## config.mk

```make
export PLATFORM = sky130hd
export DESIGN_NAME = subleq_core
export DESIGN_NICKNAME = d
export VERILOG_FILES = /design/src/rtl/subleq_core.sv
export SDC_FILE = /design/constraint.sdc
export NUM_CORES = 1
export LEC_CHECK = 0
export CORE_MARGIN = 2
export CORE_UTILIZATION = 51
export CTS_BUF_LIST = sky130_fd_sc_hd__clkbuf_4 sky130_fd_sc_hd__clkbuf_8
export CTS_CLUSTER_SIZE = 24
export DETAILED_ROUTE_END_ITERATION = 10
export PLACE_DENSITY = 0.75
export SETUP_SLACK_MARGIN = 0.2
export SYNTH_ARGS = -nofsm -noshare
export SYNTH_HDL_FRONTEND = slang
export SYNTH_SLANG_ARGS = --single-unit
```

## constraint.sdc

```tcl
create_clock -name clock -period 4.4 [get_ports clock]
set_clock_uncertainty 0.15 [all_clocks]
set_input_delay 0.66 -clock clock [delete_from_list [all_inputs] [get_ports clock]]
set_output_delay 0.66 -clock clock [all_outputs]
set_load 0.01 [all_outputs]
```

## src/rtl/subleq_core.sv

```systemverilog
// subleq_core: three-operand subleq CPU core.
//   Each instruction at pc is the triple (A, B, C):
//     mem[B] <- mem[B] - mem[A]; branch to C if the signed result is <= 0,
//     otherwise fall through to pc+3. A taken branch to all-ones halts.
//   One shared instruction/data memory is accessed through a req/ack
//   handshake with arbitrary wait states.
// Ports:
//   clock, reset         rising-edge clock, synchronous active-high reset
//   enable               run enable, sampled only between instructions
//   mem_req/mem_we       request (held until ack) and write strobe
//   mem_addr/mem_wdata   word address and write data
//   mem_rdata/mem_ack    read data and transfer-complete strobe
//   halted               core stopped on the halt instruction
//   pc                   address of the current instruction
//   retired              saturating count of completed instructions
module subleq_core #(
  parameter int unsigned WIDTH    = 16,
  parameter int unsigned RESET_PC = 0,
  parameter int unsigned CNT_BITS = 32
) (
  input  logic                clock,
  input  logic                reset,
  input  logic                enable,
  output logic                mem_req,
  output logic                mem_we,
  output logic [WIDTH-1:0]    mem_addr,
  output logic [WIDTH-1:0]    mem_wdata,
  input  logic [WIDTH-1:0]    mem_rdata,
  input  logic                mem_ack,
  output logic                halted,
  output logic [WIDTH-1:0]    pc,
  output logic [CNT_BITS-1:0] retired
);

  typedef enum logic [2:0] {
    IDLE, FA, FB, FC, RA, RB, WB, HALT
  } state_t;

  state_t state, state_next;

  logic [WIDTH-1:0] op_a, op_b, op_c, va, vb;
  logic [WIDTH-1:0] diff;
  logic             taken;
  logic             is_halt;

  assign diff    = vb - va;
  // Signed <= 0: sign bit set or exactly zero; overflow wrap is not corrected.
  assign taken   = diff[WIDTH-1] | (diff == '0);
  assign is_halt = taken & (op_c == '1);

  always_ff @(posedge clock) begin
    if (reset) begin
      state <= IDLE;
    end else begin
      state <= state_next;
    end
  end

  always_comb begin
    state_next = state;
    case (state)
      IDLE: if (enable) state_next = FA;
      FA:   if (mem_ack) state_next = FB;
      FB:   if (mem_ack) state_next = FC;
      FC:   if (mem_ack) state_next = RA;
      RA:   if (mem_ack) state_next = RB;
      RB:   if (mem_ack) state_next = WB;
      WB:   if (mem_ack) state_next = is_halt ? HALT : IDLE;
      HALT: state_next = HALT;
      default: state_next = IDLE;
    endcase
  end

  always_ff @(posedge clock) begin
    if (reset) begin
      pc      <= WIDTH'(RESET_PC);
      retired <= '0;
      op_a    <= '0;
      op_b    <= '0;
      op_c    <= '0;
      va      <= '0;
      vb      <= '0;
    end else if (mem_ack) begin
      case (state)
        FA: op_a <= mem_rdata;
        FB: op_b <= mem_rdata;
        FC: op_c <= mem_rdata;
        RA: va   <= mem_rdata;
        RB: vb   <= mem_rdata;
        WB: begin
          if (retired != '1) retired <= retired + CNT_BITS'(1);
          // On halt pc keeps pointing at the halt instruction.
          if (!taken)        pc <= pc + WIDTH'(3);
          else if (!is_halt) pc <= op_c;
        end
        default: ;
      endcase
    end
  end

  // Memory-side outputs decode purely from registered state.
  always_comb begin
    mem_req   = 1'b0;
    mem_we    = 1'b0;
    mem_addr  = '0;
    mem_wdata = '0;
    case (state)
      FA: begin mem_req = 1'b1; mem_addr = pc; end
      FB: begin mem_req = 1'b1; mem_addr = pc + WIDTH'(1); end
      FC: begin mem_req = 1'b1; mem_addr = pc + WIDTH'(2); end
      RA: begin mem_req = 1'b1; mem_addr = op_a; end
      RB: begin mem_req = 1'b1; mem_addr = op_b; end
      WB: begin
        mem_req   = 1'b1;
        mem_we    = 1'b1;
        mem_addr  = op_b;
        mem_wdata = diff;
      end
      default: ;
    endcase
  end

  assign halted = (state == HALT);

endmodule

```

==> flow_summary_export.csv <==
group,metric,value,unit
sta,finalHoldViolations,0,
setup_path,crit_chain,"inv_1 -> ha_1 -> a21oi_1 -> o21ai_1 -> or3_1 -> o21a_1 -> o211ai_1 -> and2_1 -> clkdlybuf4s50_1",
setup_path,worstPathArrival,3.18,ns
run_status,status,"completed",
power_and_ir_drop,peakVddDrop,0.213,mV
global_route,first_global_vias,6434,
synthesis,avgSynthCellArea,7.58,µm²
sta,period_share,90.7,%
synthesis,netlist.area_leader.share,35.7,%
synthesis,ys_types,65,
finish,area_growth,20.9,%
die,io_pins,103,
sta,slew_violations,0,
synthesis,synthCells,968,
clock_network,cts.sinks,131,
drt,route.detailed.drc,0,
finish,regArea,0.00263,mm²
setup_path,criticalPathCategory,"reg -> out",
power_and_ir_drop,clkPwrFrac,42.8,%
placement,dp.final_hpwl,14300,µm
power_and_ir_drop,p_sw,0.693,mW
drt,met1_length,9100,µm
placement,io_buffers,102,
drt,drt_iter0_markers,619,
setup_path,r2r-start,"vb[0]",
die,die_h,124,µm
die,start_util,52.5,%
clock_network,cts_buffers,17,
drt,routed.top_layer,"met4",
clock_network,clkSlewWorstSetupHoldPaths,0.07,ns
sta,setup_viol,0,
drt,dr_wl_met3,1370,µm
synthesis,syn_nets,1010,
sta,fmax,251,MHz
synthesis,synth_area_leaders,"dfxtp_1 (36%), nand2_1 (11%), a21oi_1 (8.0%), nor2_1 (4.6%), xor2_1 (4.4%)",
clock_network,htree_levels,4,
synthesis,synth-edff-count,0,
setup_path,cp.required,3.59,ns
global_route,track_usage,27.2,%
synthesis,netlist_area,0.00734,mm²
setup_path,cp-end-kind,"primary output",
sta,worst_slew_pin_slew,1.17,ns
finish,drive_gt1_share,6.99,%
setup_path,critPathLaunchType,"flip-flop",
clock_network,postCtsHoldBufs,0,
placement,gp_congestion,0.914,
synthesis,yosysSeqAreaShare,35.7,%
power_and_ir_drop,power-per-cell-area,298,mW/mm²
synthesis,ys_ff_latch,131,
setup_path,critical-path-max-stage-delay,0.53,ns
sta,holdWs,0.306,ns
setup_path,cp-startpoint,"va[6]",
die,dieArea,0.0154,mm²
drt,drt-total-wl,20400,µm
finish,multi_input_area,0.00433,mm²
drt,wl_per_cell,16.5,µm
finish,diodes,0,
drt,vias,7141,
sta,layout_min_cycle_time,3.99,ns
global_route,antenna_found_initial,0,
setup_path,critPathCapture,"mem_wdata[15]",
power_and_ir_drop,power_frac_seq,45.8,%
clock_network,clk_path_buf_depth,2,
synthesis,async_reset_ff_share,0,%
finish,final_common_cell,"nand2_1",
setup_path,path_max_fanout,6,
run,drv_cap,0,
finish,layout_common_cells,"nand2_1 (208), dfxtp_1 (129), a21oi_1 (117)",
synthesis,yosys_warnings,0,
clock_network,cts_tree,"built",
sta,fin_setup_tns,0,ns
die,dieWidth,124,µm
min_path,min_path_cells,2,
setup_path,reg2reg_to,"pc[5]",
drt,wl_met2,9330,µm
global_route,grt_pass1_wl,32600,µm
power_and_ir_drop,intPower,1.95,mW
power_and_ir_drop,swShare,26.2,%
finish,filler_cell_count,1281,
drt,viasPerCell,5.76,
synthesis,ys.flop_type,"dfxtp_1",
drt,postRouteAntennaNets,0,
finish,nets,1088,
global_route,gr-total-overflow,0,
drt,first_pass_iters,5,
setup_path,r2r_cells,12,
sta,grt_setup_unrepaired,"false",
min_path,hp-class,"reg -> reg",
synthesis,yosysTopAreaCell,"dfxtp_1",
power_and_ir_drop,combPwrFrac,11.3,%
power_and_ir_drop,p_leak,3.12,nW
setup_path,cp_slowest_cell,"clkdlybuf4s50_1",
sta,timing.slew.headroom,21.7,%
die,core,0.0140,mm²
clock_network,cts-root-buf,"clkbuf_8",
global_route,grt_max_degree,68,
setup_path,reg2reg_setup_slack,0.80,ns
die,row_count,43,
clock_network,worstSkewPairLatency,0.45,ns
[cells by family (layout without fill, tap and decap cells)]
group	count (synthesis)	in the layout	synth area share, %
AOI/OAI and AO/OA	219	219	18.8
xor gates and xnor gates	58	58	6.92
adders and majority gates	22	22	3.85
buffers and inverters	91	182	5.30
DFF	131	131	35.7
muxes	24	24	3.34
and+or+nand+nor	423	423	26.0
[worst min-delay path by stage]
stage          startpoint  endpoint  slack [ns]
6_report            va[6]     va[6]        0.31
3_5_place_dp      op_a[1]   op_a[1]        0.30
2_1_floorplan     op_a[2]   op_a[2]        0.28
4_1_cts           op_a[1]   op_a[1]        0.31
5_1_grt             va[7]     va[7]        0.32
3_3_place_gp       va[12]    va[12]        0.29
[metrics by stage]
step           power [mW]  std cells  util, %  worst slack (ns)  area [µm²]
3_3_place_gp         1.53       1206     60.2             0.666        8420
6_report             2.64       1239     63.5             0.411        8880
2_1_floorplan        1.45        968        -              1.18        7340
3_5_place_dp         1.53       1206     60.2             0.618        8420
5_1_grt              2.72       1239     63.5             0.224        8880
4_1_cts              2.65       1238     63.3             0.231        8860
[metal layers]
| layer | vias up | global-route usage [%] |
|---|---|---|
| li1 | 3494 | - |
| met1 | 3340 | 36.2 |
| met2 | 260 | 42.2 |
| met3 | 47 | 6.00 |
| met4 | 0 | 12.4 |
| met5 | - | 0 |
[cell usage after synthesis, drive strengths merged, types with 5 or more instances]
cell / instances
ha: 21
inv: 33
dfxtp: 131
nor4: 5
a211oi: 10
nor2: 90
and4: 8
clkbuf: 44
a22oi: 14
or3: 9
or2: 12
a21o: 7
mux2i: 20
a22o: 5
and2: 10
xor2: 37
buf: 13
nand2: 208
o21ai: 14
o2bb2ai: 6
nand4: 7
xnor2: 21
nand2b: 7
o32ai: 9
nor3: 13
a21oi: 118
a221oi: 5
nand3: 28
and3: 12
[power by group through the flow]
stage | logic (mW) | clock network (mW) | registers (mW)
after global placement | 0.292 | 0 | 1.24
after detailed placement | 0.295 | 0 | 1.24
final | 0.300 | 1.13 | 1.21
after floorplan | 0.217 | 0 | 1.23
after global routing | 0.316 | 1.19 | 1.21
after CTS | 0.295 | 1.14 | 1.21
[cell type report]
type                            count  area share (%)
Tap cell                          180            2.54
Multi-Input combinational cell    746            48.8
Timing Repair Buffer              116            12.7
Inverter                           34            1.44
Sequential cell                   131            29.6
Clock inverter                     12            2.03
Clock buffer                       20            2.89
[critical path: cells and delay by family, from the launching register on]
kind | cells | cell delay (ns)
adders and majority gates | 1 | 0.36
buffers and inverters | 2 | 0.57
and+or+nand+nor | 2 | 0.54
DFF | 1 | 0.33
AOI/OAI and AO/OA | 4 | 0.93
[registers in the layout (all words and copies together) (netlist names)]
name and count:
op_b 16, va 16, retired 32, op_c 16, vb 16, op_a 16, pc 16, state 3
[timing repair]
| item | 4_1_cts | 5_1_grt |
|---|---|---|
| buffers inserted | 0 | 1 |
| endpoints found under the setup margin | 1 | 1 |
| gates resized for setup | 2 | 4 |
| pin swaps | 0 | 1 |
No activity file was read; power rests on OpenSTA's default activity.
